`config.mk`:
```
export PLATFORM = sky130hd
export DESIGN_NAME = fetch_queue_unit
export DESIGN_NICKNAME = d
export VERILOG_FILES = /design/src/rtl/fetch_queue_unit_pkg.sv /design/src/rtl/fetch_queue_unit_fifo.sv /design/src/rtl/fetch_queue_unit.sv
export SDC_FILE = /design/constraint.sdc
export NUM_CORES = 1
export LEC_CHECK = 0
export BUFFER_PORTS_ARGS = -buffer_cell sky130_fd_sc_hd__buf_2
export CAP_MARGIN = 15
export CORE_MARGIN = 2
export CORE_UTILIZATION = 58
export DETAILED_ROUTE_END_ITERATION = 6
export PLACE_DENSITY = 0.8
export SYNTH_ARGS = -nofsm -noshare
export SYNTH_HDL_FRONTEND = slang
export SYNTH_SLANG_ARGS = --single-unit
```
`constraint.sdc`:
```
create_clock -name clk -period 3.65 [get_ports clk]
set_clock_uncertainty 0.15 [all_clocks]
set_input_delay 0.365 -clock clk [delete_from_list [all_inputs] [get_ports clk]]
set_output_delay 0.365 -clock clk [all_outputs]
set_load 0.1 [all_outputs]
```
`src/rtl/fetch_queue_unit_pkg.sv`:
```
// Shared defaults and types for the instruction-fetch front end (fetch_queue_unit).
package fetch_queue_unit_pkg;

   localparam int          DEFAULT_DEPTH           = 4;
   localparam int          DEFAULT_MAX_OUTSTANDING = 2;
   localparam logic [31:0] DEFAULT_RESET_PC        = 32'h0000_0000;
   localparam int          INSTR_BYTES             = 4;

   typedef logic [31:0] perf_cnt_t;

endpackage

```
`src/rtl/fetch_queue_unit_fifo.sv`:
```
// Synchronous FIFO holding {pc+4, instr} entries between the fetch front end and decode.
module fetch_queue_unit_fifo #(
   parameter int DEPTH = 4,
   parameter int W     = 64
) (
   input  logic                       clk,
   input  logic                       rst,
   input  logic                       push,
   input  logic [W-1:0]               wdata,
   input  logic                       pop,
   input  logic                       flush,
   output logic [$clog2(DEPTH+1)-1:0] count,
   output logic [W-1:0]               head
);

   localparam int PW = $clog2(DEPTH);

   logic [W-1:0]  mem [DEPTH];
   logic [PW-1:0] rd_ptr;
   logic [PW-1:0] wr_ptr;

   // NOTE: sequential state uses non-blocking assignments so every register samples pre-edge values.
   always_ff @(posedge clk) begin
      if (!rst) begin
         rd_ptr <= '0;
         wr_ptr <= '0;
         count  <= '0;
      end else if (flush) begin
         rd_ptr <= '0;
         wr_ptr <= '0;
         count  <= '0;
      end else begin
         if (push) wr_ptr <= wr_ptr + 1'b1;
         if (pop)  rd_ptr <= rd_ptr + 1'b1;
         if (push && !pop)      count <= count + 1'b1;
         else if (pop && !push) count <= count - 1'b1;
      end
   end

   // NOTE: storage is deliberately not reset; the head is forced to zero while empty instead.
   always_ff @(posedge clk) begin
      if (rst && push && !flush) mem[wr_ptr] <= wdata;
   end

   assign head = (count != '0) ? mem[rd_ptr] : '0;

endmodule

```
`src/rtl/fetch_queue_unit.sv`:
```
// Instruction-fetch front end: PC, imem req/gnt/rvalid credit control, decode-side queue.
// Optional build macro FETCH_PERF_EN adds fetch/flush/stall performance counters.
module fetch_queue_unit
   import fetch_queue_unit_pkg::*;
#(
   parameter int            AW              = 32,
   parameter int            DW              = 32,
   parameter int            DEPTH           = DEFAULT_DEPTH,
   parameter int            MAX_OUTSTANDING = DEFAULT_MAX_OUTSTANDING,
   parameter logic [AW-1:0] RESET_PC        = AW'(DEFAULT_RESET_PC)
) (
   input  logic          clk,
   input  logic          rst,
   input  logic          redirect_i,
   input  logic [AW-1:0] redirect_pc_i,
   output logic          imem_req_o,
   output logic [AW-1:0] imem_addr_o,
   input  logic          imem_gnt_i,
   input  logic          imem_rvalid_i,
   input  logic [DW-1:0] imem_rdata_i,
   output logic          out_valid_o,
   input  logic          out_ready_i,
   output logic [DW-1:0] out_instr_o,
   output logic [AW-1:0] out_pc4_o
`ifdef FETCH_PERF_EN
   ,
   output perf_cnt_t     perf_fetch_o,
   output perf_cnt_t     perf_flush_o,
   output perf_cnt_t     perf_stall_o
`endif
);

   localparam int CW = $clog2(DEPTH + 1);
   localparam int OW = $clog2(MAX_OUTSTANDING + 1);
   localparam int SW = $clog2(DEPTH + MAX_OUTSTANDING + 1);

   logic [AW-1:0]    pc;
   logic [AW-1:0]    resp_pc;
   logic [AW-1:0]    redirect_base;
   logic [OW-1:0]    outstanding;
   logic [OW-1:0]    drop;
   logic [CW-1:0]    count;
   logic [SW-1:0]    inflight;
   logic [AW+DW-1:0] head;
   logic             fire;
   logic             push;
   logic             pop;

   assign redirect_base = redirect_pc_i & ~AW'(INSTR_BYTES - 1);
   assign inflight      = SW'(count) + SW'(outstanding);

   // Credits count queued plus in-flight words, so an accepted response always has a free slot.
   assign imem_req_o  = rst && !redirect_i && (inflight < SW'(DEPTH))
                        && (outstanding < OW'(MAX_OUTSTANDING));
   assign imem_addr_o = pc;
   assign fire        = imem_req_o && imem_gnt_i;

   assign push = imem_rvalid_i && (drop == '0) && !redirect_i;
   assign pop  = out_valid_o && out_ready_i && !redirect_i;

   always_ff @(posedge clk) begin
      if (!rst) begin
         pc          <= RESET_PC;
         resp_pc     <= RESET_PC;
         outstanding <= '0;
         drop        <= '0;
      end else if (redirect_i) begin
         // Every word still owed by memory belongs to the old path; a response arriving now is discarded.
         pc          <= redirect_base;
         resp_pc     <= redirect_base;
         drop        <= outstanding - OW'(imem_rvalid_i);
         outstanding <= outstanding - OW'(imem_rvalid_i);
      end else begin
         if (fire) pc      <= pc + AW'(INSTR_BYTES);
         if (push) resp_pc <= resp_pc + AW'(INSTR_BYTES);
         if (imem_rvalid_i && (drop != '0)) drop <= drop - 1'b1;
         outstanding <= outstanding + OW'(fire) - OW'(imem_rvalid_i);
      end
   end

   fetch_queue_unit_fifo #(
      .DEPTH (DEPTH),
      .W     (AW + DW)
   ) u_fifo (
      .clk   (clk),
      .rst   (rst),
      .push  (push),
      .wdata ({resp_pc + AW'(INSTR_BYTES), imem_rdata_i}),
      .pop   (pop),
      .flush (redirect_i),
      .count (count),
      .head  (head)
   );

   assign out_valid_o = (count != '0);
   assign out_pc4_o   = head[AW+DW-1:DW];
   assign out_instr_o = head[DW-1:0];

`ifdef FETCH_PERF_EN
   always_ff @(posedge clk) begin
      if (!rst) begin
         perf_fetch_o <= '0;
         perf_flush_o <= '0;
         perf_stall_o <= '0;
      end else begin
         if (push)                       perf_fetch_o <= perf_fetch_o + 1'b1;
         if (redirect_i)                 perf_flush_o <= perf_flush_o + 1'b1;
         if (out_valid_o && !out_ready_i) perf_stall_o <= perf_stall_o + 1'b1;
      end
   end
`endif

endmodule

```
### Word-level counts from Yosys, hierarchy flattened

Memories as Yosys holds them, arrays and structs flattened. A register that Yosys moved wholly into a read port is not among the register bits.
Index checks and enable logic that the tools add are counted.

| cells by class | value |
|---|---|
| add/subtract/negate cells | 11 |
| magnitude comparators | 2 |
| bitwise logic cells | 1 |
| multiplexer cells | 14 |
| reductions and logical operators | 24 |

Operators with widths:

| operator | number |
|---|---|
| $mux 32 | 4 |
| $add 32x3->32 const B | 2 |
| $mux 64 | 1 |
| $logic_and 1x1->1 | 13 |
| $mux 2 | 5 |
| $reduce_bool 2->1 | 5 |
| $mux 3 | 2 |
| $add 2x1->2 const B | 2 |
| $sub 2x1->2 | 2 |
| $add 3x1->3 const B | 1 |
| $add 3x2->3 | 1 |
| $logic_not 1->1 | 3 |
| $lt 3x3->1 const B | 1 |
| $reduce_bool 3->1 | 1 |
| $sub 3x1->3 const B | 1 |
| $add 2x1->2 | 1 |
| $logic_not 2->1 | 1 |
| $lt 2x2->1 const B | 1 |
| $mux 1 | 2 |
| $reduce_or 2->1 | 1 |
| $sub 2x1->2 const B | 1 |
| $not 1->1 | 1 |

| storage, ports and cells | value |
|---|---|
| register bits after elaboration | 75 |
| memories | 1 |
| input bits | 70 |
| output and inout port bits | 98 |
| bits in writable memories | 256 |

Memories:

| name | words | bits a word | read ports | clocked after Yosys merged registers in | write ports | line | text |
|---|---|---|---|---|---|---|---|
| u_fifo.mem | 4 | 64 | 1 | 1 | 1 | fetch_queue_unit_fifo.sv:18 | `logic [W-1:0] mem [DEPTH];` |

### Longest topological paths before layout

Gate-level depths: netlist of run 1.

| logic depth | value |
|---|---|
| depth in word-level cells | 8 |
| gate-level depth with buffers | 12 |
| gate-level depth less buffers | 11 |

### Cells and area by module

Synthesis of run 1 repeated with hierarchy kept, for this count alone.

| second synthesis, totals | value |
|---|---|
| cells, all modules | 959 |
| area, all modules | 14081.0 um^2 |

Modules (own cells, without submodules):

| module | seq. area each (um^2) | area an instance (um^2) | times used | cells each |
|---|---|---|---|---|
| fetch_queue_unit_fifo | 7867.5 | 10104.7 | 1 | 449 |
| fetch_queue_unit | 1281.2 | 3976.3 | 1 | 510 |

### Worst setup path after synthesis of run 1

OpenSTA, ideal clock, no wires.

| timing path | value |
|---|---|
| path kind | register to output |
| start point | register outstanding[1] |
| end point | output port imem_req_o |
| setup slack | -0.181 ns |
| cell stages (with the launch flop) | 5 |
| buffers on the path | 0 |
| arrival time | 3.316 ns |
| cells stage by stage | dfxtp_1 ha_1 a311oi_2 nor3_1 nor3_1 |

| on the way | value |
|---|---|
| word-level cells in the longest chain between the ends | 4 |
| elaborated cells on any way between the ends | 5 |
| classes of those cells | add/sub (1); order compare (2); reduce/logical (2) |

RTL lines:

| element | line | text |
|---|---|---|
| start: declaration | fetch_queue_unit.sv:40 | `logic [OW-1:0] outstanding;` |
| start signal: assignment | fetch_queue_unit.sv:72 | `outstanding <= outstanding - OW'(imem_rvalid_i);` |
| start signal: assignment | fetch_queue_unit.sv:77 | `outstanding <= outstanding + OW'(fire) - OW'(imem_rvalid_i);` |
| $add 3x2->3 | fetch_queue_unit.sv:50 | `assign inflight = SW'(count) + SW'(outstanding);` |
| $lt 3x3->1 | fetch_queue_unit.sv:53 | `assign imem_req_o = rst && !redirect_i && (inflight < SW'(DEPTH))` |
| $logic_and 1x1->1 | fetch_queue_unit.sv:53 |  |
| $logic_and 1x1->1 * | fetch_queue_unit.sv:54 | `&& (outstanding < OW'(MAX_OUTSTANDING));` |
| end: declaration | fetch_queue_unit.sv:16 | `output logic imem_req_o,` |

Mark *: on every way between the ends. The rest lies on a longest branch, timed or not.

### Final worst setup path of run 1

Ends and elaborated chain as after synthesis.

==> metrics.yaml, run 1 <==
status: "finished, final reports clean"
rsz0062_at_grt: "false"
fin_util: 0.698
final.setup.worst_slack_ps: 483
avgSynthCellArea_um2: 14.6
final_cell_area_um2: 16300
power_density_nw_per_um2: 508
reg2reg_to: "outstanding[1]$_SDFF_PN0_"
setup_viol_count_final: 0
drc: 0
htree_levels: 1
wl_um: 30100
track_usage: 0.240
vdd_drop_max_mv: 0.382
yosys_most_used_dff: "edfxtp_1"
p_leak_nw: 5.79
power_frac_seq: 0.497
synth_edf_count: 248
hold_viol: 0
cts_buffers: 31
max_stage_delay_ps: 520
arrival_ps: 2650
whs_path_depth: 3
crit_path_max_fanout: 7
period_needed_ps: 3170
worstRegToRegCells: 11
wire_per_inst_um: 20.2
antenna_cells: 0
route.vias.total: 8739
pwr-share-comb: 0.137
ys_types: 59
syn2layout_area_growth_pct: 18.7
swShare: 0.271
post-route-period-util: 0.868
grt_pass1_wl_um: 46300
required_ps: 3130
slew_headroom: 0.468
ys_seq_area_frac: 0.647
post_cts_resize_count: 0
multi_input_area_um2: 4590
core-area_um2: 23400
crit_chain: "ha_1 -> a311oi_2 -> nor3_1 -> nor3_2 -> buf_2"
synthesis.instances: 944
nFillCells: 1547
synthArstFlopShare: 0
critPathKind: "flop to output pin"
root_buffer: "clkbuf_16"
io_buffers: 161
hold_start: "redirect_pc_i[27]"
reg2reg_slack_ps: 730
placed_cell_area_um2: 15000
io_pins: 168
dr.first_iter.drc_count: 704
fin_setup_tns_ps: 0
clkTransAtPathRegs_ps: 60
die_w_um: 158
fmax_ghz: 0.316
regToRegStartpoint: "outstanding[1]$_SDFF_PN0_"
dieArea_um2: 25000
pre_cts_ws_ps: 761
synth_area_um2: 13800
gp_congestion: 0.840
cpMaxStageDelayCell: "dfxtp_1"
p_clk_frac: 0.366
worst_pin_slew_ps: 790
grt_overflow: 0
grt_max_degree: 80
critPathLaunchType: "flop"
fin_nets: 1230
slew_violations: 0
fin_cells: 1489
worstSkewPairLatency_ps: 550
clockBufferDepth: 3
via_per_inst: 5.87
clock_sinks: 321
p_sw_mw: 2.25
postRouteAntennaNets: 0
ff_latch_area_um2: 8910
synth_seq_cells: 321
critPathBufInv: 1
grt_pass1_vias: 8665
synth_warnings: 0
rows: 56
drive_gt1_frac: 0.256
start_util: 0.588
cap_violations: 0
hold_end: "resp_pc[27]$_SDFFE_PN0P_"
first_pass_iters: 7
antenna_found_initial: 1
dp_cells: 1390
p_int_mw: 6.05
hpwl_um: 18000
crit_path_end_kind: "output pin"
die_h_um: 158
hold_class: "primary input to flop"
cts_tree: "done"
cp_top_family: "flip-flops"
==> through the flow <==
stage	total power, mW	hold WS (ps)
final	8.30	14.0
after global routing	8.55	24.1
after CTS	8.33	3.57
after detailed placement	5.29	366
after global placement	5.27	352
after floorplan	5.06	314
==> power groups by stage <==
stage	Clock (mW)	Sequential [mW]	Combinational [mW]
after global routing	3.21	4.13	1.20
after floorplan	0	4.31	0.744
after global placement	0	4.19	1.08
final	3.03	4.12	1.14
after detailed placement	0	4.20	1.09
after CTS	3.08	4.12	1.14
==> state kept, by name, indices dropped and copies added (netlist names), named ones only <==
| signal | flops |
|---|---|
| imem_addr_o | 30 |
| u_fifo.mem | 248 |
| u_fifo.wr_ptr | 2 |
| resp_pc | 30 |
| outstanding | 2 |
| u_fifo.count | 3 |
| u_fifo.rd_ptr | 2 |
| drop | 2 |
==> cell families (layout without fill, tap and decap cells) <==
kind of cell | count (synthesis) | after routing | synth area share
compound gates | 119 | 119 | 0.0534
fa+ha+maj | 13 | 13 | 0.0124
flops | 321 | 321 | 0.647
other cells | 1 | 4 | 0.000272
buf+inv | 69 | 292 | 0.0213
xor+xnor | 73 | 73 | 0.0464
simple gates | 284 | 284 | 0.116
mux | 64 | 64 | 0.103
==> cells in the mapped netlist, types with 27 or more instances <==
cell type | n | area, um^2
and2_1 | 65 | 407
clkbuf_1 | 35 | 131
mux4_2 | 62 | 1400
nor2_1 | 29 | 109
xnor2_1 | 36 | 315
nand4_1 | 28 | 175
edfxtp_1 | 248 | 7450
o21ai_0 | 33 | 165
nand3_1 | 27 | 135
xor2_1 | 37 | 324
nand2_1 | 58 | 218
dfxtp_1 | 73 | 1460
a21oi_1 | 40 | 200
==> worst max path at each step <==
stage	from	end	slack (ps)	depth (start not counted)
3_3_place_gp	outstanding[1]$_SDFF_PN0_	outstanding[1]$_SDFF_PN0_	790	11
5_1_grt	flop	out_instr_o[31]	340	4
3_5_place_dp	outstanding[1]$_SDFF_PN0_	outstanding[1]$_SDFF_PN0_	760	11
4_1_cts	flop	out_instr_o[31]	420	4
2_1_floorplan	u_fifo.count[0]$_SDFFE_PP0P_	out_pc4_o[22]	520	4
6_report	outstanding[1]$_SDFF_PN0_	imem_req_o	480	5
==> what timing repair did <==
| action | CTS | global route |
|---|---|---|
| hold buffers | 43 | 0 |
| buffers inserted | 0 | 0 |
| endpoints found under the hold margin | 142 | 0 |
| endpoints found under the setup margin | 0 | 0 |
==> cells in the final DEF (no fill, tap or decap), types with 13 or more instances in the layout <==
master	count
edfxtp_1	248
buf_2	161
dfxtp_1	71
and2_1	65
mux4_2	62
nand2_1	58
dlygate4sd3_1	43
a21oi_1	40
xor2_1	37
xnor2_1	36
o21ai_0	33
clkbuf_16	31
nor2_1	29
nand4_1	28
nand3_1	27
and3_1	14
inv_1	13
==> cell type report <==
type,instances,share of cell area
multi-input cells,557,0.281
flip-flops and latches,321,0.545
repair buffers,221,0.0873
inverters,15,0.00345
clock buffers,38,0.0491
well taps,319,0.0244
clock inverters,18,0.00957
==> layer usage <==
metal  share of wire  vias up  routed length [um]  global-route usage
met5         0.00043        -                  13                   0
met1            0.42     4281               12600               0.332
met3           0.074       46                2230              0.0381
met2            0.49      394               14700               0.403
li1                -     4016                   -                   -
met4           0.017        2                 502              0.0592
==> worst min-delay path, cell delays in order <==
cell and delay (ps):
buf_2 80, o21ai_0 100, a21oi_1 110
No activity file was read; power rests on OpenSTA's default activity.
==> run 2, diff against run 1 <==
--- a/config.mk
+++ b/config.mk
@@ -8,9 +8,9 @@
 export BUFFER_PORTS_ARGS = -buffer_cell sky130_fd_sc_hd__buf_2
 export CAP_MARGIN = 15
 export CORE_MARGIN = 2
-export CORE_UTILIZATION = 58
+export CORE_UTILIZATION = 50
 export DETAILED_ROUTE_END_ITERATION = 6
-export PLACE_DENSITY = 0.8
+export PLACE_DENSITY = 0.7
 export SYNTH_ARGS = -nofsm -noshare
 export SYNTH_HDL_FRONTEND = slang
 export SYNTH_SLANG_ARGS = --single-unit
==> run 2 against run 1 <==
  * Routed wire length is 3.2% lower
  * Sequential cell count stayed put
  * Hold slack better by 9.3 ps
  * Maximum frequency is 0.42% lower
  * Final area is 0.60% higher
  * Non-clock buffer count is 8 lower
  * First-iteration DRC count is 21% lower
  * Global-route usage is 3.7 points lower
  * Cell count is 1.3% higher
  * Largest cell class unchanged
  * Largest power group unchanged
==> metrics.yaml, run 2 (synthesized netlist as in run 1, its figures left out) <==
required_ps: 3130
p_leak_nw: 5.83
post_cts_resize_count: 0
wire_per_inst_um: 19.3
worstSkewPairLatency_ps: 500
io_pins: 168
hold_class: "primary input to flop"
fmax_ghz: 0.314
rsz0062_at_grt: "false"
crit_path_max_fanout: 7
post-route-period-util: 0.871
largest_register_ffs: 248
critPathLaunchType: "flop"
hold_viol: 0
route.vias.total: 8594
track_usage: 0.203
core-area_um2: 27000
power_density_nw_per_um2: 519
status: "finished, final reports clean"
root_buffer: "clkbuf_16"
p_int_mw: 6.21
wl_um: 29100
crit_chain: "ha_1 -> a311oi_2 -> nor3_1 -> nor3_2 -> buf_2"
worstRegToRegCells: 11
slew_violations: 0
reg2reg_to: "outstanding[1]$_SDFF_PN0_"
cts_tree: "done"
final_cell_mix: "edfxtp_1, buf_2, dfxtp_1"
crit_path_end_kind: "output pin"
die_w_um: 170
postRouteAntennaNets: 0
htree_levels: 2
power_frac_seq: 0.483
worst_pin_slew_ps: 774
reg2reg_slack_ps: 750
drive_gt1_frac: 0.266
rows: 60
p_total_mw: 8.53
dr.first_iter.drc_count: 557
clockBufferDepth: 3
regToRegStartpoint: "outstanding[1]$_SDFF_PN0_"
regMostFlops: "u_fifo.mem"
pwr-share-comb: 0.133
p_sw_mw: 2.31
antenna_found_initial: 0
clock_sinks: 321
cpMaxStageDelayCell: "dfxtp_1"
grt_pass1_wl_um: 45900
gp_congestion: 0.904
nFillCells: 2077
fin_nets: 1225
swShare: 0.271
first_pass_iters: 5
die_h_um: 170
dieArea_um2: 28900
io_buffers: 161
hpwl_um: 18500
drc: 0
clkTransAtPathRegs_ps: 60
syn2layout_area_growth_pct: 19.4
antenna_cells: 0
fin_setup_tns_ps: 0
critPathKind: "flop to output pin"
vdd_drop_max_mv: 0.264
post_cts_buffers: 0
grt_max_degree: 80
p_clk_frac: 0.384
whs_path_depth: 3
period_needed_ps: 3180
layout_commonest_cell: "edfxtp_1"
start_util: 0.509
via_per_inst: 5.70
arrival_ps: 2660
grt_pass1_vias: 8633
max_stage_delay_ps: 500
cts_buffers: 34
slew_headroom: 0.479
hold_end: "imem_addr_o[17]$_SDFFE_PN0P_"
setup_viol_count_final: 0
hold_start: "redirect_pc_i[17]"
cap_violations: 0
grt_overflow: 0
## run 2: cell types whose count changed in the layout (fill, tap and decap cells not counted)
cell | before | now
dlygate4sd3_1 | 43 | 34
clkbuf_16 | 31 | 36
clkbuf_1 | 7 | 6
bufinv_16 | 3 | 1
clkinv_2 | 3 | 5
buf_4 | 12 | 10
clkinvlp_2 | 2 | 0
clkinv_4 | 0 | 2
inv_8 | 0 | 1
buf_12 | 5 | 8
clkbuf_2 | 0 | 1
clkbuf_8 | 0 | 2
clkinv_1 | 9 | 5
inv_6 | 0 | 1
## run 2: power groups by stage
stage	Clock, mW	Sequential, mW	Combinational, mW
finish	3.28	4.12	1.13
global route	3.50	4.13	1.20
CTS	3.36	4.12	1.14
detailed placement	0	4.19	1.10
global placement	0	4.19	1.09
floorplan	0	4.31	0.744
## run 2: layout make-up
cell class                 count  area [um^2]  share of cell area
clock buffer                  45          956              0.0581
tap                          341          427              0.0259
timing repair buffer         213         1380              0.0840
sequential                   321         8910               0.542
inverter                      15         56.3             0.00342
multi-input combinational    557         4590               0.279
clock inverter                16          119             0.00723
## run 2: worst max path at each step
stage	start	end	slack, ps	cells past startpoint
floorplan	u_fifo.count[0]$_SDFFE_PP0P_	out_pc4_o[22]	520	4
global placement	outstanding[1]$_SDFF_PN0_	outstanding[1]$_SDFF_PN0_	770	11
detailed placement	outstanding[1]$_SDFF_PN0_	outstanding[1]$_SDFF_PN0_	770	11
global route	outstanding[1]$_SDFF_PN0_	imem_req_o	330	5
finish	outstanding[1]$_SDFF_PN0_	imem_req_o	470	5
CTS	outstanding[1]$_SDFF_PN0_	imem_req_o	470	5
## run 2: through the flow
stage | util | std cells | cell area (um^2) | hold slack, ps | worst slack [ps]
after floorplan | - | 947 | 13800 | 314 | 519
after global placement | 0.556 | 1413 | 15000 | 351 | 768
after detailed placement | 0.556 | 1413 | 15000 | 366 | 772
after CTS | 0.608 | 1508 | 16400 | 5.63 | 475
after global routing | 0.608 | 1508 | 16400 | 30.3 | 334
final | 0.608 | 1508 | 16400 | 23.3 | 470
## run 2: routing by layer
layer  vias up  track usage  part of all wire
met1      4232        0.282              0.46
met5         -            0                 0
met4         0       0.0572             0.021
li1       4028            -                 -
met3        49       0.0384             0.056
met2       285        0.330              0.46
## run 2: repair_timing
item                       4_1_cts  5_1_grt
hold endpoints to repair       130        0
setup endpoints to repair        0        0
hold buffers                    34        0
## run 2: critical path: cells and delay by family, from the launching register on
family	cells	cell delay (ps)
simple gates	2	420
flops	1	500
compound gates	1	460
fa+ha+maj	1	310
buf+inv	1	470
==> run 3, diff against run 2 <==
--- a/config.mk
+++ b/config.mk
@@ -10,6 +10,7 @@
 export CORE_MARGIN = 2
 export CORE_UTILIZATION = 50
 export DETAILED_ROUTE_END_ITERATION = 6
+export HOLD_SLACK_MARGIN = 0.08
 export PLACE_DENSITY = 0.7
 export SYNTH_ARGS = -nofsm -noshare
 export SYNTH_HDL_FRONTEND = slang
==> run 3 against run 2 <==
  * Largest cell class unchanged
  * Power is 0.17% higher
  * Combinational power about the same
  * Largest power group unchanged
  * Critical path depth unchanged
==> metrics.yaml, run 3 (synthesized netlist as in run 1, its figures left out) <==
dr.first_iter.drc_count: 549
hpwl_um: 18500
p_leak_nw: 5.88
status: "finished, final reports clean"
largest_register_ffs: 248
track_usage: 0.204
fin_setup_tns_ps: 0
power_density_nw_per_um2: 516
worst_pin_slew_ps: 778
critPathKind: "flop to output pin"
root_buffer: "clkbuf_16"
rsz0062_at_grt: "false"
rows: 60
route.vias.total: 8657
vdd_drop_max_mv: 0.265
syn2layout_area_growth_pct: 20.3
slew_headroom: 0.477
clock_sinks: 321
dieArea_um2: 28900
slew_violations: 0
fmax_ghz: 0.313
setup_viol_count_final: 0
dp_cells: 1413
cts_buffers: 34
post-route-period-util: 0.876
fin_nets: 1237
critPathLaunchType: "flop"
gp_congestion: 0.904
core-area_um2: 27000
io_buffers: 161
clkTransAtPathRegs_ps: 60
fin_cells: 1520
via_per_inst: 5.70
antenna_found_initial: 0
grt_max_degree: 80
die_w_um: 170
clockBufferDepth: 3
hold_viol: 0
drc: 0
postRouteAntennaNets: 0
crit_path_max_fanout: 7
required_ps: 3130
p_total_mw: 8.54
regMostFlops: "u_fifo.mem"
post_cts_resize_count: 0
nFillCells: 2064
drive_gt1_frac: 0.263
arrival_ps: 2680
grt_overflow: 0
grt_pass1_wl_um: 46100
wire_per_inst_um: 19.2
die_h_um: 170
final_cell_mix: "edfxtp_1, buf_2, dfxtp_1"
period_needed_ps: 3200
post_cts_buffers: 0
cap_violations: 0
hold_class: "primary input to flop"
htree_levels: 2
io_pins: 168
start_util: 0.509
crit_path_end_kind: "output pin"
layout_commonest_cell: "edfxtp_1"
grt_pass1_vias: 8668
first_pass_iters: 4
cts_tree: "done"
wl_um: 29200
antenna_cells: 0
worstSkewPairLatency_ps: 500
## run 3: cell count changes in the layout (fill, tap and decap cells not counted), sizes merged
| cell | previous run | this run |
|---|---|---|
| dlygate4sd3 | 34 | 46 |
## run 3: path summary, 6_finish.rpt
path                        startpoint                         to  slack (ps)  cells past startpoint
max          outstanding[1]$_SDFF_PN0_                 imem_req_o         450                      5
min                  redirect_pc_i[26]   resp_pc[26]$_SDFFE_PN0P_          80                      3
max reg2reg  outstanding[1]$_SDFF_PN0_  outstanding[1]$_SDFF_PN0_         760                     11
min reg2reg    resp_pc[3]$_SDFFE_PN0P_    resp_pc[3]$_SDFFE_PN0P_         370                      2
## run 3: power breakdown
part / total, mW / leakage, nW / switching (mW) / internal [mW]
registers: 4.12 / 2.86 / 0.0889 / 4.03
logic: 1.14 / 2.49 / 0.874 / 0.268
clock network: 3.28 / 0.530 / 1.36 / 1.93
total: 8.54 / 5.88 / 2.32 / 6.22
## run 3: layout make-up
class / instances / area, um^2 / area share
Inverter: 15 / 56.3 / 0.00340
Tap cell: 341 / 427 / 0.0258
Sequential cell: 321 / 8910 / 0.538
Clock buffer: 45 / 956 / 0.0577
Clock inverter: 16 / 119 / 0.00718
Timing Repair Buffer: 225 / 1500 / 0.0907
Multi-Input combinational cell: 557 / 4590 / 0.277
## run 3: routing by layer
layer	up-vias	share of wire	track usage
met5	-	0	0
met4	0	0.021	0.0572
met3	48	0.066	0.0384
met2	330	0.47	0.333
met1	4228	0.45	0.282
li1	4051	-	-
## run 3: what timing repair did
item | CTS | global route
hold buffers | 46 | 0
endpoints found under the hold margin | 153 | 0
endpoints found under the setup margin | 0 | 0
## run 3: critical path, stage by stage, from the launching register on
cell and delay [ps]:
dfxtp_1 510, ha_1 310, a311oi_2 450, nor3_1 200, nor3_2 240, buf_2 470
## run 3: per-stage QoR
| step | util | setup WS (ps) | instance area, um^2 | hold slack [ps] |
|---|---|---|---|---|
| finish | 0.613 | 451 | 16600 | 83.7 |
| global route | 0.613 | 334 | 16600 | 123 |
| CTS | 0.613 | 475 | 16600 | 87.3 |
| detailed placement | 0.556 | 772 | 15000 | 366 |
| global placement | 0.556 | 768 | 15000 | 351 |
| floorplan | - | 519 | 13800 | 314 |
